[config.mk]
export PLATFORM = sky130hd
export DESIGN_NAME = instr_fetch
export DESIGN_NICKNAME = d
export VERILOG_FILES = /design/src/rtl/cpu_pkg.sv /design/src/rtl/instr_fetch.sv
export SDC_FILE = /design/constraint.sdc
export NUM_CORES = 1
export LEC_CHECK = 0
export CELL_PAD_IN_SITES_DETAIL_PLACEMENT = 2
export CELL_PAD_IN_SITES_GLOBAL_PLACEMENT = 2
export CORE_MARGIN = 5
export CORE_UTILIZATION = 38
export CTS_CLUSTER_SIZE = 40
export DETAILED_ROUTE_END_ITERATION = 10
export DONT_BUFFER_PORTS = 1
export GPL_ROUTABILITY_DRIVEN = 0
export PLACE_DENSITY_LB_ADDON = 0.3
export SLEW_MARGIN = 10
export SYNTH_ARGS = -nofsm -noshare
export SYNTH_HDL_FRONTEND = slang
export SYNTH_SLANG_ARGS = --single-unit
[constraint.sdc]
create_clock -name clk -period 2.3 [get_ports clk]
set_input_delay 0.46 -clock clk [delete_from_list [all_inputs] [get_ports clk]]
set_output_delay 0.46 -clock clk [all_outputs]
set_load 0.01 [all_outputs]
[src/rtl/cpu_pkg.sv]
// Shared CPU front-end types: fetch FSM encoding, instruction constants, and PC helpers.
// Imported by the fetch stage and anything that needs to read its state or reset values.
package cpu_pkg;

    localparam int XLEN = 32;

    // addi x0, x0, 0: shown to the decoder before the first real fetch.
    localparam logic [XLEN-1:0] NOP_INSTR        = 32'h0000_0013;
    localparam logic [XLEN-1:0] DEFAULT_RESET_PC = 32'h0000_0000;

    typedef enum logic [2:0] {
        S_IDLE  = 3'd0,
        S_REQ   = 3'd1,
        S_WAIT  = 3'd2,
        S_HOLD  = 3'd3,
        S_DRAIN = 3'd4
    } fetch_state_e;

    // The instruction word presented to the decoder, plus the address it was fetched from.
    typedef struct packed {
        logic [XLEN-1:0] instr;
        logic [XLEN-1:0] pc;
    } fetch_slot_t;

    function automatic logic [XLEN-1:0] word_align(input logic [XLEN-1:0] addr);
        return {addr[XLEN-1:2], 2'b00};
    endfunction

endpackage

[src/rtl/instr_fetch.sv]
// Instruction fetch: PC, single-outstanding imem request, one-cycle o_we pulse per delivered word.
// Latency: request cycle N, response N+L, o_instr/o_we and next request in N+L+1.
// Backpressure: i_stall parks a captured word in S_HOLD; redirect drains any in-flight response.
module instr_fetch
    import cpu_pkg::*;
#(
    parameter logic [XLEN-1:0] RESET_PC = DEFAULT_RESET_PC
) (
    input  logic            clk,
    input  logic            i_rst,
    input  logic            i_stall,
    input  logic            i_redirect,
    input  logic [XLEN-1:0] i_target,
    output logic            o_imem_req,
    output logic [XLEN-1:0] o_imem_addr,
    input  logic            i_imem_valid,
    input  logic [XLEN-1:0] i_imem_rdata,
    output logic [XLEN-1:0] o_instr,
    output logic            o_we,
    output logic [XLEN-1:0] o_pc,
    output logic [XLEN-1:0] o_pc_plus4
);

    fetch_state_e    state_q, state_d;
    logic [XLEN-1:0] pc_q, pc_d;
    logic [XLEN-1:0] pc_inc;
    fetch_slot_t     out_q, out_d;
    logic            we_q, we_d;

    assign pc_inc = pc_q + XLEN'(4);

    always_ff @(posedge clk or negedge i_rst) begin
        if (!i_rst) begin
            state_q     <= S_IDLE;
            pc_q        <= RESET_PC;
            out_q.instr <= NOP_INSTR;
            out_q.pc    <= RESET_PC;
            we_q        <= 1'b0;
        end else begin
            state_q <= state_d;
            pc_q    <= pc_d;
            out_q   <= out_d;
            we_q    <= we_d;
        end
    end

    always_comb begin
        state_d = state_q;
        pc_d    = pc_q;
        out_d   = out_q;
        we_d    = 1'b0;

        case (state_q)
            S_IDLE: state_d = S_REQ;
            S_REQ:  state_d = S_WAIT;
            S_WAIT: begin
                if (i_imem_valid) begin
                    out_d.instr = i_imem_rdata;
                    out_d.pc    = pc_q;
                    if (!i_stall) begin
                        we_d    = 1'b1;
                        pc_d    = pc_inc;
                        state_d = S_REQ;
                    end else begin
                        state_d = S_HOLD;
                    end
                end
            end
            S_HOLD: begin
                if (!i_stall) begin
                    we_d    = 1'b1;
                    pc_d    = pc_inc;
                    state_d = S_REQ;
                end
            end
            S_DRAIN: begin
                if (i_imem_valid) begin
                    state_d = S_REQ;
                end
            end
            default: state_d = S_IDLE;
        endcase

        // Redirect overrides everything above; a response landing this cycle belongs to the
        // old path, so the captured slot is left untouched and no pulse is issued.
        if (i_redirect) begin
            pc_d  = word_align(i_target);
            we_d  = 1'b0;
            out_d = out_q;
            case (state_q)
                S_REQ:           state_d = S_DRAIN;
                S_WAIT, S_DRAIN: state_d = i_imem_valid ? S_REQ : S_DRAIN;
                default:         state_d = S_REQ;
            endcase
        end
    end

    assign o_imem_req  = (state_q == S_REQ);
    assign o_imem_addr = pc_q;
    assign o_instr     = out_q.instr;
    assign o_pc        = out_q.pc;
    assign o_pc_plus4  = out_q.pc + XLEN'(4);
    assign o_we        = we_q;

endmodule
# After elaboration in Yosys (flattened, before gate mapping)
# Cells that the tools add are included.
classes:
  bitwise: 1
  add_sub_neg: 2
  muxes: 16
  reduce_logical: 6
  eq_ne: 7
op_table:
  columns: ["op", "n"]
  rows:
  - ["32-bit two-way mux", 3]
  - ["32-bit by 3-bit adder with 32-bit output (second input constant)", 2]
  - ["32-bit case mux with 2 select lines", 1]
  - ["3-bit two-way mux", 5]
  - ["3-bit case mux with 5 select lines", 1]
  - ["3-bit inequality test (second input constant)", 3]
  - ["3-bit by 2-bit == test with 1-bit output (second input constant)", 2]
  - ["3-bit case mux with 2 select lines", 1]
  - ["3-bit AND reduction", 2]
  - ["3-bit by 1-bit == test with 1-bit output (second input constant)", 1]
  - ["3-bit == test (second input constant)", 1]
  - ["3-bit zero test", 1]
  - ["1-bit two-way mux", 3]
  - ["3-bit nonzero test", 1]
  - ["2-bit two-way mux", 1]
  - ["1-bit case mux with 2 select lines", 1]
  - ["2-bit AND reduction", 1]
  - ["2-bit OR reduction", 1]
  - ["1-bit NOT", 1]
totals:
  input_bits: 69
  elab_cells: 37
  out_inout_bits: 130
  ff_bits: 100

# Logic depth before layout (Yosys ltp)
# Gate-level depths: netlist (run 1).
logic_depth:
  word_depth: 5
  depth_mapped: 7
  mapped_depth_nobuf: 6

# Least setup slack after synthesis (run 1)
# Ideal clock, no wire load.
synth_path:
  kind: "flip-flop to output port"
  startpoint: "register out_q (netlist bit o_pc[2])"
  endpoint: "output o_pc_plus4[26]"
  path_stages_with_launch: 7
  path_slack_ns: 0.009
  path_buffers: 0
  required_ns: 1.840
  arrival_time_ns: 1.831
  cell_sequence: "dfrtp_1 ha_1 inv_1 or4_4 nor2_4 and3_4 xor2_2"
synth_via:
  elab_chain_len: 1
synth_lines:
  columns: ["element", "line_no", "source"]
  rows:
  - ["start, declared", "instr_fetch.sv:27", "fetch_slot_t out_q, out_d;"]
  - ["start signal, assigned", "instr_fetch.sv:42", "out_q <= out_d;"]
  - ["32-bit by 3-bit adder with 32-bit output", "instr_fetch.sv:102", "assign o_pc_plus4 = out_q.pc + XLEN'(4);"]
  - ["end, declared", "instr_fetch.sv:21", "output logic [XLEN-1:0] o_pc_plus4"]
# No other way between the ends.

# Worst setup path in the final report (run 1)
layout_path:
  startpoint: "register out_q (netlist bit o_pc[3])"
  endpoint: "output o_pc_plus4[26]"
# The elaborated chain is that of the path after synthesis.

==> results.yml, run 1 <==
logic_synthesis:
  seq_area_frac_synth: 0.5000
  yosysTopAreaCell: "dfrtp_1"
  synth_top_area_frac: 0.4836
  syn_area_mm2: 0.004812
  yosys_most_used_dff: "dfrtp_1"
  ys_ff_latch: 96
  syn_inst: 434
  synth-async-reset-ratio: 1.000
  yosys-top-cells-area: "dfrtp_1 (48%), mux2_2 (15%), xnor2_1 (5.1%)"
  synth_enable_flop_cells: 0
  yosysMostFrequentCell: "dfrtp_1"
  yosysWarnings: 0
  ys_types: 41
  synth_common_cells: "dfrtp_1 (93), mux2_2 (62), nand2_1 (52)"
  synth.avg_cell_area_um2: 11.09
die:
  initial_core_util: 0.3844
  ios: 199
  rows: 41
  die_h_um: 122.5
  fp.dieW_um: 122.5
  die-area_mm2: 0.01501
  core-area_mm2: 0.01252
global_routing:
  antenna_found_initial: 0
  grt_use_total: 0.1882
  grt_start_max_net_pins: 97
  grt-ovfl-total: 0
  grt_first_pass_wirelength_um: 21630
  grt_pass1_vias: 3936
placed_design:
  hpwl_um: 10010
  pre_cts_ws_ns: -0.1055
  io_buffers: 0
  dp.cells: 619
  dpl_cell_area_mm2: 0.005192
cts:
  insertion_delay_ns: 0.35
  cts_tree: "done"
  root_buffer: "clkbuf_16"
  cts_max_level: 3
  numClockSinks: 96
  cts_buffers: 9
  cts_max_path_buffers: 2
  path_clk_slew_ns: 0.07
worst_setup_path:
  crit_chain: "ha_2, inv_2, or4_4, nor2_4, and3_4, xor2_4"
  rrSetupSlack_ns: 0.29
  cp-start-kind: "register"
  arrival_ns: 2.22
  critPathCaptureType: "output pin"
  worstPathMaxFanout: 6
  worstPathRequired_ns: 1.84
  slowest_stage: "or4_4"
  worst-setup-path-type: "reg2out"
  rr_startpoint: "o_imem_addr[3]"
  reg2reg_to: "o_imem_addr[8]"
  reg2reg_depth: 7
  max_stage_delay_ns: 0.58
pwr:
  irDropWorstVdd_mv: 0.5877
  p_leak_nw: 2.558
  totalPowerFinal_mw: 6.435
  powerDensity_mw_per_mm2: 1105
sta:
  fmax_mhz: 373.8
  hold_violations: 96
  fin_crit_ns: 2.675
  finClkSkew_ns: 0.005721
  drv_slew: 0
  timing.final.ws_setup_ns: -0.3750
  setup_viol: 17
  tns_ns: -4.113
  hold_slack_ns: -0.1987
  rsz0062_at_grt: "yes"
  fin_crit_sh: 1.163
cells_and_area:
  final_layout_size_suffix_gt1_frac: 0.3452
  syn2layout_area_growth_pct: 21.01
  final_util: 0.4652
  antenna_cells: 0
  layout.cells.non_filler: 650
  register_area_mm2: 0.002406
  fill_cells: 1305
  nets: 544
  multi_input_area_mm2: 0.002490
  design_area_mm2: 0.005823
route:
  wl_um: 14430
  drtAntennaViolNets: 0
  vias: 3530
  viasPerCell: 5.431
  drt-initial-drc-count: 134
  wl_per_cell_um: 22.20
  drc: 0
  dr.pass1.iters: 4
status:
  violations: "negative hold slack, negative setup slack"
  status: "complete, but fails checks"
min_path:
  hp-class: "in2async"
job:
  cap_violations: 0
[kinds of logic after synthesis]
group | after synthesis | synth area share
AND/OR/NAND/NOR | 148 | 0.1690
flip-flops | 96 | 0.5000
multiplexers | 63 | 0.1472
XOR/XNOR | 56 | 0.1035
AO/OA/AOI/OAI | 38 | 0.04342
buffers and inverters | 30 | 0.03094
adder cells (fa/ha/maj) | 2 | 0.005199
other | 1 | 0.0007793
[state kept, by name, summed over array words and instances, names as in the netlist]
register	cells
state_q	3
o_instr	32
o_pc	30
o_we	1
o_imem_addr	30
[critical path: cells and delay by family, from the launching register on]
kind / cells / cell delay, ns
XOR/XNOR: 1 / 0.18
buffers and inverters: 1 / 0.04
AND/OR/NAND/NOR: 3 / 1.03
flip-flops: 1 / 0.41
adder cells (fa/ha/maj): 1 / 0.21
[layout make-up]
type                       instances  share of cell area
multi-input combinational        313              0.4276
sequential                        96              0.4132
timing repair buffer              49             0.06725
clock buffer                      15             0.05114
tap                              172             0.03696
inverter                           4            0.002578
clock inverter                     1            0.001289
[timing repair]
item	CTS	global route
pin swaps	7	9
cloned	0	0
setup endpoints to repair	18	19
setup buffers	7	8
resized for setup	24	12
hold endpoints to repair	96	96
[report_power, final]
part	internal [mW]	switching [mW]	total, mW
registers	2.25	0.825	3.08
logic	0.979	0.860	1.84
clock network	0.882	0.635	1.52
[routing by layer]
layer,share of wire,global-route usage,vias to the layer above,wire length [µm]
met1,0.39,0.2224,1796,5637
li1,-,-,1580,-
met4,0.023,0.08118,0,325
met5,0,0,-,0
met3,0.079,0.06590,21,1142
met2,0.51,0.3105,133,7327
[how the worst max path moves through the flow]
stage / from / end / slack, ns / depth (start not counted)
5_1_grt: o_pc[3] / o_pc_plus4[26] / -0.47 / 6
3_5_place_dp: o_pc[4] / o_pc_plus4[31] / -0.11 / 7
2_1_floorplan: o_pc[2] / o_pc_plus4[26] / 0.009 / 6
3_3_place_gp: o_pc[4] / o_pc_plus4[31] / -0.02 / 7
6_report: o_pc[3] / o_pc_plus4[26] / -0.38 / 6
4_1_cts: o_pc[2] / o_pc_plus4[26] / -0.39 / 6
[layout by cell type (no fill, tap or decap), types with 2 or more instances in the layout]
cell | Yosys | layout
and4_1 | 7 | 6
buf_6 | 0 | 3
buf_4 | 6 | 45
xor2_4 | 0 | 2
nor4_1 | 5 | 5
nand4_4 | 1 | 2
nor2_2 | 0 | 2
nand2_1 | 52 | 50
dfrtp_1 | 93 | 93
and3_1 | 10 | 10
xnor2_1 | 28 | 16
nor3_1 | 3 | 2
nand4_1 | 21 | 21
o21ai_0 | 32 | 32
and2_1 | 7 | 7
dfstp_2 | 3 | 3
mux2_2 | 62 | 62
clkbuf_16 | 0 | 9
xnor2_2 | 0 | 11
nor2_1 | 10 | 7
xor2_1 | 27 | 23
nor2_4 | 1 | 2
conb_1 | 1 | 6
inv_1 | 4 | 3
clkbuf_8 | 0 | 5
xor2_2 | 1 | 3
and3b_1 | 2 | 2
nand2_2 | 0 | 2
nand3_1 | 18 | 16
nor2b_1 | 3 | 3
(Power assumes the default switching activity.)
==> run 2: changes to the inputs <==
--- a/config.mk
+++ b/config.mk
@@ -5,10 +5,11 @@
 export SDC_FILE = /design/constraint.sdc
 export NUM_CORES = 1
 export LEC_CHECK = 0
+export ABC_AREA = 1
 export CELL_PAD_IN_SITES_DETAIL_PLACEMENT = 2
 export CELL_PAD_IN_SITES_GLOBAL_PLACEMENT = 2
 export CORE_MARGIN = 5
-export CORE_UTILIZATION = 38
+export CORE_UTILIZATION = 35
 export CTS_CLUSTER_SIZE = 40
 export DETAILED_ROUTE_END_ITERATION = 10
 export DONT_BUFFER_PORTS = 1
==> run 2 against run 1 <==
Compared with the run above: the flow still finishes with violations (negative hold slack, negative setup slack); critical path depth is 1 higher; largest power group unchanged; global-route usage is 3.1 points higher; register-to-register slack hardly changed.
==> results.yml, run 2 <==
status:
  status: "complete, but fails checks"
  violations: "negative hold slack, negative setup slack"
route:
  drtAntennaViolNets: 0
  wl_met1_um: 8265
  wl_met2_um: 10920
  highest_layer: "met4"
  drt-initial-drc-count: 292
  wl_per_cell_um: 21.50
  dr_wl_met3_um: 1391
  viasPerCell: 5.262
  dr.pass1.iters: 4
  wl_um: 21020
  drc: 0
  vias: 5146
sta:
  fmax_mhz: 430.7
  rsz0062_at_grt: "yes"
  slew-limit-headroom: 0.6260
  drv_slew: 0
  finClkSkew_ns: 0.009090
  fin_crit_sh: 1.009
  fin_crit_ns: 2.322
  setup_viol: 2
  timing.final.ws_setup_ns: -0.02179
  hold_violations: 94
  hold_slack_ns: -0.2122
  tightest_slew_ns: 0.5611
global_routing:
  grt_start_max_net_pins: 97
  antenna_found_initial: 0
  grt_pass1_vias: 5740
  grt_use_total: 0.2191
  grt-ovfl-total: 0
  grt_first_pass_wirelength_um: 31570
logic_synthesis:
  yosysWarnings: 0
  synth_top_area_frac: 0.4092
  ys_ff_latch: 96
  syn_inst: 758
  yosys-top-cells-area: "dfrtp_1 (41%), nand2_1 (16%), nor2_1 (7.3%)"
  seq_area_frac_synth: 0.4230
  yosysTopAreaCell: "dfrtp_1"
  yosys_most_used_dff: "dfrtp_1"
  synth_enable_flop_cells: 0
  synth.avg_cell_area_um2: 7.504
  ys_types: 38
  yosysMostFrequentCell: "nand2_1"
  syn_area_mm2: 0.005688
  synth_common_cells: "nand2_1 (235), nor2_1 (110), dfrtp_1 (93)"
  synth-async-reset-ratio: 1.000
worst_setup_path:
  slowest_stage: "dfrtp_2"
  arrival_ns: 1.86
  critPathCaptureType: "output pin"
  max_stage_delay_ns: 0.48
  path_buf_inv: 2
  worst-setup-path-type: "reg2out"
  worstPathRequired_ns: 1.84
  crit_family: "simple AND/OR/NAND/NOR gates"
  cp-start-kind: "register"
  crit_top_cell: "nand2_1"
  worstPathMaxFanout: 7
  crit_chain: "nand2_1, inv_1, nand2_1, inv_1, nand2_1, nor2_2, xor2_1"
cts:
  cts_max_path_buffers: 2
  cts_buffers: 9
  numClockSinks: 96
  insertion_delay_ns: 0.36
  cts_tree: "done"
  root_buffer: "clkbuf_16"
  cts_max_level: 3
  path_clk_slew_ns: 0.07
cells_and_area:
  final_util: 0.4080
  final_common_cell: "nand2_1"
  syn2layout_area_growth_pct: 14.36
  final_layout_size_suffix_gt1_frac: 0.1772
  nets: 828
  multi_input_area_mm2: 0.003141
  fill_cells: 1859
  layout.cells.most_common_list: "nand2_1 (220), nor2_1 (95), dfrtp_1 (72), inv_1 (59), o21ai_0 (47)"
  antenna_cells: 0
  register_area_mm2: 0.002432
  largest_reg_flops: 32
  layout.cells.non_filler: 978
die:
  fp.dieW_um: 137.5
  die-area_mm2: 0.01890
  die_h_um: 137.5
  initial_core_util: 0.3568
  rows: 46
  core-area_mm2: 0.01594
  ios: 199
min_path:
  hp-class: "in2async"
pwr:
  p_leak_nw: 2.983
  combPwrFrac: 0.308
  irDropWorstVdd_mv: 0.3875
  p_seq_frac: 0.504
  power_frac_clock: 0.188
  p_switching_mw: 4.052
  netSwitchingFraction: 0.4841
  powerDensity_mw_per_mm2: 1287
  internal-power_mw: 4.318
placed_design:
  io_buffers: 0
  pre_cts_ws_ns: 0.2117
  dp.cells: 959
  hpwl_um: 15950
job:
  cap_violations: 0
[run 2: cell types whose count changed in the layout (fill, tap and decap cells not counted), moves of 24 or more]
cell	delta
buf_4	-34
inv_1	+56
mux2_1	+30
mux2_2	-61
nand2_1	+170
nand3_1	+24
nor2_1	+88
[run 2: cells by family after synthesis]
logic type,Yosys count,synth area share
multiplexers,33,0.06665
AO/OA/AOI/OAI,69,0.06445
adder cells (fa/ha/maj),2,0.004399
flip-flops,96,0.4230
buffers and inverters,97,0.07567
XOR/XNOR,30,0.04619
AND/OR/NAND/NOR,430,0.3190
other,1,0.0006593
[run 2: worst reg2reg max path, cell delays in order (launching register included)]
cell	delay, ns
dfrtp_1	0.51
ha_1	0.30
nand2_1	0.12
nor2_2	0.19
nand2_2	0.13
nor2_4	0.28
nand2_1	0.10
nand2_1	0.07
nand3_1	0.06
nand2_1	0.08
nand2_1	0.06
[run 2: layout make-up]
type,count,share of cell area
clock inverter,6,0.01154
inverter,68,0.03924
sequential,96,0.3739
clock buffer,10,0.03520
tap,216,0.04155
multi-input combinational,570,0.4828
timing repair buffer,12,0.01577
[run 2: stage by stage]
step / instance area [µm²] / TNS [ns] / hold slack (ns) / power, mW
floorplan: 5707 / 0 / 0.1644 / 5.486
global placement: 5882 / 0 / 0.1675 / 6.328
global route: 6505 / -1.183 / -0.2293 / 8.978
CTS: 6304 / -0.01934 / -0.2255 / 8.322
detailed placement: 5882 / 0 / 0.1678 / 6.607
finish: 6505 / -0.03474 / -0.2122 / 8.369
[run 2: metal layers]
metal,vias to the layer above,track usage
met5,-,0
met4,0,0.07539
met3,32,0.05917
met2,142,0.3918
met1,2583,0.2511
li1,2389,-
[run 2: path summary, 6_finish.rpt]
path	start	slack [ns]	cells after the start	to
worst min-delay path	i_rst	-0.21	0	o_instr[13]
worst min register to register	o_instr[5]	0.57	1	o_instr[5]
min in group clk	i_stall	0.17	1	o_we
worst max register to register	o_imem_addr[3]	0.30	10	o_imem_addr[26]
max in group asynchronous	i_rst	2.27	0	o_instr[1]
worst max-delay path	o_pc[11]	-0.02	7	o_pc_plus4[13]
[run 2: timing repair]
| item | 4_1_cts | 5_1_grt |
|---|---|---|
| setup buffers | 2 | 1 |
| endpoints found under the hold margin | 96 | 96 |
| endpoints found under the setup margin | 20 | 20 |
| pin swaps | 4 | 32 |
| gates resized for setup | 30 | 54 |
[run 2: power by group through the flow]
| stage | sequential, mW | clock [mW] | combinational [mW] |
|---|---|---|---|
| 6_report | 4.22 | 1.57 | 2.58 |
| 2_1_floorplan | 3.66 | 0 | 1.83 |
| 3_5_place_dp | 4.14 | 0 | 2.47 |
| 3_3_place_gp | 4.05 | 0 | 2.27 |
| 5_1_grt | 4.35 | 1.69 | 2.93 |
| 4_1_cts | 4.17 | 1.62 | 2.53 |
